`config.mk`:
```
export PLATFORM = sky130hd
export DESIGN_NAME = fp32_square_pipe
export DESIGN_NICKNAME = d
export VERILOG_FILES = /design/src/rtl/fp32_square_pipe.sv
export SDC_FILE = /design/constraint.sdc
export NUM_CORES = 1
export LEC_CHECK = 0
export CORE_MARGIN = 5
export CORE_UTILIZATION = 58
export CTS_CLUSTER_SIZE = 25
export DETAILED_ROUTE_END_ITERATION = 12
export PLACE_DENSITY_LB_ADDON = 0.08
export SYNTH_ARGS = -nofsm -noshare
export SYNTH_HDL_FRONTEND = slang
export SYNTH_SLANG_ARGS = --single-unit
```
`constraint.sdc`:
```
create_clock -name clk -period 6.73 [get_ports clk]
set_clock_uncertainty 0.05 [all_clocks]
set_input_delay 1.346 -clock clk [delete_from_list [all_inputs] [get_ports clk]]
set_output_delay 1.346 -clock clk [all_outputs]
set_load 0.005 [all_outputs]
```
`src/rtl/fp32_square_pipe.sv`:
```
// fp32_square_pipe: three-stage IEEE-754 binary32 squarer (out = in*in).
// Round-to-nearest-even, DAZ on input, FTZ on output, positive-only results.
// Valid/ready handshake with a single global stall; an opaque tag rides along.
module fp32_square_pipe #(
    parameter int unsigned TAG_W = 8
) (
    input  logic             clk,
    input  logic             rst,
    input  logic             in_valid,
    output logic             in_ready,
    input  logic [31:0]      in,
    input  logic [TAG_W-1:0] in_tag,
    output logic             out_valid,
    input  logic             out_ready,
    output logic [31:0]      out,
    output logic [TAG_W-1:0] out_tag,
    output logic             out_ovf,
    output logic             out_unf,
    output logic             out_nan
);

    localparam int unsigned EXP_W  = 8;
    localparam int unsigned MAN_W  = 23;
    localparam int unsigned SIG_W  = MAN_W + 1;
    localparam int unsigned PROD_W = 2 * SIG_W;
    localparam int unsigned EB_W   = 10;
    localparam int unsigned EF_W   = EB_W + 1;

    localparam logic [31:0] POS_ZERO = 32'h0000_0000;
    localparam logic [31:0] POS_INF  = 32'h7F80_0000;
    localparam logic [31:0] QNAN     = 32'h7FC0_0000;

    typedef enum logic [1:0] {
        CLS_ZERO,
        CLS_NORM,
        CLS_INF,
        CLS_NAN
    } cls_t;

    logic en;

    // Stage 1 registers
    logic               s1_valid;
    cls_t               s1_cls;
    logic [EXP_W-1:0]   s1_exp;
    logic [SIG_W-1:0]   s1_sig;
    logic [TAG_W-1:0]   s1_tag;

    // Stage 2 registers
    logic               s2_valid;
    cls_t               s2_cls;
    logic [PROD_W-1:0]  s2_prod;
    logic signed [EB_W-1:0] s2_eb;
    logic [TAG_W-1:0]   s2_tag;

    // Combinational helpers
    logic [EXP_W-1:0]   in_exp;
    logic [MAN_W-1:0]   in_man;
    cls_t               in_cls;
    logic               unused_sign;
    logic [PROD_W-1:0]  prod;
    logic               hi;
    logic [MAN_W-1:0]   frac_raw;
    logic               guard;
    logic               sticky;
    logic               rnd_up;
    logic [SIG_W-1:0]   frac_sum;
    logic signed [EF_W-1:0] exp_fin;
    logic [31:0]        res;
    logic               f_ovf;
    logic               f_unf;
    logic               f_nan;

    // Global stall: everything advances only when the output slot can move
    assign en       = !out_valid || out_ready;
    assign in_ready = en;

    // The result is always positive, so the operand sign is never consulted
    assign unused_sign = in[31];
    assign in_exp      = in[30:23];
    assign in_man      = in[22:0];

    // Operand classification; denormals collapse to zero
    always_comb begin
        in_cls = CLS_NORM;
        if (in_exp == '0) begin
            in_cls = CLS_ZERO;
        end else if (in_exp == '1) begin
            in_cls = (in_man != '0) ? CLS_NAN : CLS_INF;
        end
    end

    // S1: capture classified operand and tag
    always_ff @(posedge clk) begin
        if (rst) begin
            s1_valid <= 1'b0;
            s1_cls   <= CLS_ZERO;
            s1_exp   <= '0;
            s1_sig   <= '0;
            s1_tag   <= '0;
        end else if (en) begin
            s1_valid <= in_valid;
            s1_cls   <= in_cls;
            s1_exp   <= in_exp;
            s1_sig   <= {1'b1, in_man};
            s1_tag   <= in_tag;
        end
    end

    assign prod = PROD_W'(s1_sig) * PROD_W'(s1_sig);

    // S2: mantissa product and unnormalised biased exponent 2E-127
    always_ff @(posedge clk) begin
        if (rst) begin
            s2_valid <= 1'b0;
            s2_cls   <= CLS_ZERO;
            s2_prod  <= '0;
            s2_eb    <= '0;
            s2_tag   <= '0;
        end else if (en) begin
            s2_valid <= s1_valid;
            s2_cls   <= s1_cls;
            s2_prod  <= prod;
            s2_eb    <= $signed({1'b0, s1_exp, 1'b0} - EB_W'(127));
            s2_tag   <= s1_tag;
        end
    end

    // Normalise by at most one position, then round to nearest even
    always_comb begin
        hi       = s2_prod[PROD_W-1];
        frac_raw = hi ? s2_prod[46:24] : s2_prod[45:23];
        guard    = hi ? s2_prod[23]    : s2_prod[22];
        sticky   = hi ? (|s2_prod[22:0]) : (|s2_prod[21:0]);
        rnd_up   = guard && (sticky || frac_raw[0]);
        frac_sum = {1'b0, frac_raw} + SIG_W'(rnd_up);
        // A rounding carry leaves frac_sum[22:0] at zero and bumps the exponent
        exp_fin  = {s2_eb[EB_W-1], s2_eb} + EF_W'(hi) + EF_W'(frac_sum[SIG_W-1]);
    end

    // Special-case selection and exponent range clamp
    always_comb begin
        res   = POS_ZERO;
        f_ovf = 1'b0;
        f_unf = 1'b0;
        f_nan = 1'b0;
        case (s2_cls)
            CLS_ZERO: res = POS_ZERO;
            CLS_INF:  res = POS_INF;
            CLS_NAN: begin
                res   = QNAN;
                f_nan = 1'b1;
            end
            CLS_NORM: begin
                if (exp_fin >= EF_W'(255)) begin
                    res   = POS_INF;
                    f_ovf = 1'b1;
                end else if (exp_fin <= EF_W'(0)) begin
                    res   = POS_ZERO;
                    f_unf = 1'b1;
                end else begin
                    res = {1'b0, exp_fin[EXP_W-1:0], frac_sum[MAN_W-1:0]};
                end
            end
            default: res = POS_ZERO;
        endcase
    end

    // S3: output register; flags only asserted alongside a valid result
    always_ff @(posedge clk) begin
        if (rst) begin
            out_valid <= 1'b0;
            out       <= '0;
            out_tag   <= '0;
            out_ovf   <= 1'b0;
            out_unf   <= 1'b0;
            out_nan   <= 1'b0;
        end else if (en) begin
            out_valid <= s2_valid;
            out       <= res;
            out_tag   <= s2_tag;
            out_ovf   <= s2_valid && f_ovf;
            out_unf   <= s2_valid && f_unf;
            out_nan   <= s2_valid && f_nan;
        end
    end

endmodule

```
==> flow_summary.toml <==
[logic_synthesis]
syn_inst = 2629
post_synthesis_register_bit_count = 153
syn-cell-area_mm2 = 0.02277
synth_area_per_cell_um2 = 8.659
netlist.area_leader.share_pct = 37.28
synth_top_cell_by_area = "sky130_fd_sc_hd__fa_1"
synth_async_sr_flop_share_pct = 0
ys.warnings.count = 0
synth_edf_count = 0
synth_cell_type_count = 67
synth_ff_type = "sky130_fd_sc_hd__dfxtp_1"
post_synthesis_net_count = 3277
synth_area_leaders = "sky130_fd_sc_hd__fa_1 (37%), sky130_fd_sc_hd__dfxtp_1 (13%), sky130_fd_sc_hd__inv_1 (9.9%)"
synth.yosys.seq_area_share_pct = 13.45

[cts]
cts_root_buf = "sky130_fd_sc_hd__clkbuf_16"
cts-buffers-inserted = 17
clock_tree_from_tritoncts = "built"
clk_pin_slew_worst_paths_ns = 0.07
cts.htree.levels = 4
clock_sink_count = 153
clock_latency_at_the_later_pin_of_the_worst_skew_pair_ns = 0.43
cts_buffer_depth = 2

[worst_setup_path]
worstPathMaxFanout = 4
timing.critical_path.slowest_stage_cell = "sky130_fd_sc_hd__fa_1"
timing.critical_path.to_type = "flip-flop"
worst_path_dominant_cell_family = "adder cells"
arrival_ns = 6.91
cpMostUsedCell = "sky130_fd_sc_hd__fa_1"
timing.critical_path.from_type = "flip-flop"
max_stage_delay_ns = 0.53
critical_path.n_buffers_inverters = 10
critical_path_class = "reg2reg"
crit_required_ns = 6.96

[placed_design]
place.port_buffers = 86
hpwl_mm = 47.20
gpl.final_weighted_congestion = 0.9109
postPlaceCellArea_mm2 = 0.02607

[power_and_ir_drop]
power.ir.vdd_worst_mv = 0.3793
p_leak_nw = 14.04
pwr_density_cell_mw_per_mm2 = 290.2

[job]
max_cap_viol_count = 0

[route]
via_per_inst = 5.342
drtPass1Iterations = 8
num_vias = 18450
remaining_drc_errors = 0
routed_wirelength_mm = 59.37
wl_per_cell_um = 17.19
drt_iter0_drc = 1090
drtAntennaViolNets = 0

[sta]
slew_violations = 0
worst_slew_margin_relative_to_its_limit_pct = 20.95
fmaxAchievable_mhz = 149.8
worst_slew_pin_slew_ns = 1.175
setup_viol = 0
fin_crit_sh_pct = 99.19
fin_crit_ns = 6.676
grt_setup_unrepaired = "yes"
finalHoldViolCount = 0

[layout]
post_route_cells_drive_above_1_share_pct = 17.88
layout_common_cells = "sky130_fd_sc_hd__inv_1 (581), sky130_fd_sc_hd__fa_1 (403), sky130_fd_sc_hd__nand2_1 (375), sky130_fd_sc_hd__buf_4 (250), sky130_fd_sc_hd__ha_1 (158)"
antennaDiodeCount = 0
filler_cell_count = 2980
areaGrowthSynthToFinish_pct = 22.73
finish.net_count = 3571
mostFrequentLayoutCell = "sky130_fd_sc_hd__inv_1"
final_core_util_pct = 72.13
design_area_mm2 = 0.02794

[die]
boundaryPins = 89
number_of_rows_created_at_floorplan = 72
die_width_um = 208.1
initial_utilization_pct = 58.77
die_height_um = 208.1
placeableCoreArea_mm2 = 0.03874
area_of_the_die_mm2 = 0.04331

[grt]
grt_remaining_overflow = 0
grt_pass1_wl_mm = 97.51
grt_pass1_vias = 19920
antenna_violations_before_repair = 0
grt_max_degree = 84
gr-usage-all-layers_pct = 27.31

[worst_hold_path]
hold_class = "reg2reg"

[run_status]
status = "complete, no violations"
## metal layers
layer  share of wire (%)  routed length, um  track usage (%)  vias to the layer above
met5                   0                  0                0                        -
met4                 3.0               1762            8.177                        0
met3                 4.6               2759            2.862                      113
met2                  52              30990            48.71                      471
met1                  40              23860            35.39                     9216
li1                    -                  -                -                     8650
## cell usage after synthesis, drive strengths merged (3+ instances only)
library cell  count
nor2             86
nand2b            6
o21ai            46
and3             11
a32oi             6
nor4             16
dfxtp           153
xnor2            35
mux2i            11
a41oi             3
a21oi           172
mux2              8
fa              424
ha              180
xor2             31
nand3            28
a21o             27
buf              13
nand4            16
nor3             16
a31oi            12
a21boi            7
a32o              5
a221oi            3
inv             603
a22o              5
and2            118
or2               6
or3               5
nor2b            14
a211oi           15
a311oi            5
o21a              4
o21bai            3
a22oi            17
nand2           395
clkbuf           98
## sequential cells by signal, summed over array words and instances, names as in the netlist, 2 cells and up
| register | cells |
|---|---|
| s2_prod | 47 |
| out | 31 |
| s1_sig | 23 |
| s2_eb | 10 |
| out_tag | 8 |
| s1_exp | 8 |
| s1_tag | 8 |
| s2_tag | 8 |
| s1_cls | 2 |
| s2_cls | 2 |
## power breakdown
| part | leakage [nW] | switching [mW] | internal [mW] |
|---|---|---|---|
| sequential | 1.27 | 0.136 | 1.04 |
| clock | 0.294 | 0.431 | 0.536 |
| combinational | 12.5 | 3.13 | 2.84 |
| total | 14.0 | 3.70 | 4.41 |
## path summary, 6_finish.rpt
check	startpoint	to	slack, ns	cells past startpoint
hold reg to reg	s1_tag[5]	s1_tag[5]	0.40	2
setup reg to reg	s1_sig[15]	s2_prod[32]	0.05	28
hold / removal	s1_tag[5]	s1_tag[5]	0.40	2
setup / recovery	s1_sig[15]	s2_prod[32]	0.05	28
## cell families after synthesis
logic type	synth area share (%)
AND/OR/NAND/NOR	14.69
multiplexers	0.8794
other	0.01647
buffers and inverters	11.85
XOR/XNOR	2.539
flip-flops	13.45
adder cells (fa/ha/maj)	47.18
AO/OA/AOI/OAI	9.387
## repair_timing
| item | 4_1_cts | 5_1_grt |
|---|---|---|
| resized for setup | 47 | 198 |
| hold buffers | 0 | 0 |
| setup buffers | 1 | 30 |
| pin swaps | 17 | 112 |
| cloned | 0 | 3 |
| setup endpoints to repair | 20 | 25 |
| endpoints found under the hold margin | 0 | 0 |
## tightest hold or removal path: stages (launching register included)
cell	delay (ns)
sky130_fd_sc_hd__dfxtp_1	0.31
sky130_fd_sc_hd__nand2_1	0.05
sky130_fd_sc_hd__a21oi_1	0.05
## per-stage QoR
stage	worst slack, ns	hold slack (ns)	setup TNS [ns]	cells	power [mW]
finish	0.05418	0.4020	0	3454	8.108
global route	-0.1557	0.4183	-0.9749	3454	8.835
CTS	0.0001679	0.4039	0	3421	7.354
detailed placement	-0.2997	0.3953	-2.988	3388	6.193
global placement	-0.2193	0.3872	-2.362	3388	6.127
floorplan	0.004555	0.3759	0	2629	4.213
## area by class of cell
| cell class | instances | area [um^2] | share of cell area, % |
|---|---|---|---|
| Inverter | 603 | 2271 | 8.128 |
| Sequential cell | 153 | 3132 | 11.21 |
| Multi-Input combinational cell | 1762 | 17740 | 63.50 |
| Tap cell | 518 | 648.1 | 2.320 |
| Clock buffer | 18 | 439.2 | 1.572 |
| Clock inverter | 14 | 150.1 | 0.5374 |
| Timing Repair Buffer | 386 | 3558 | 12.74 |
Note: power is estimated with default switching activity, not from simulation.
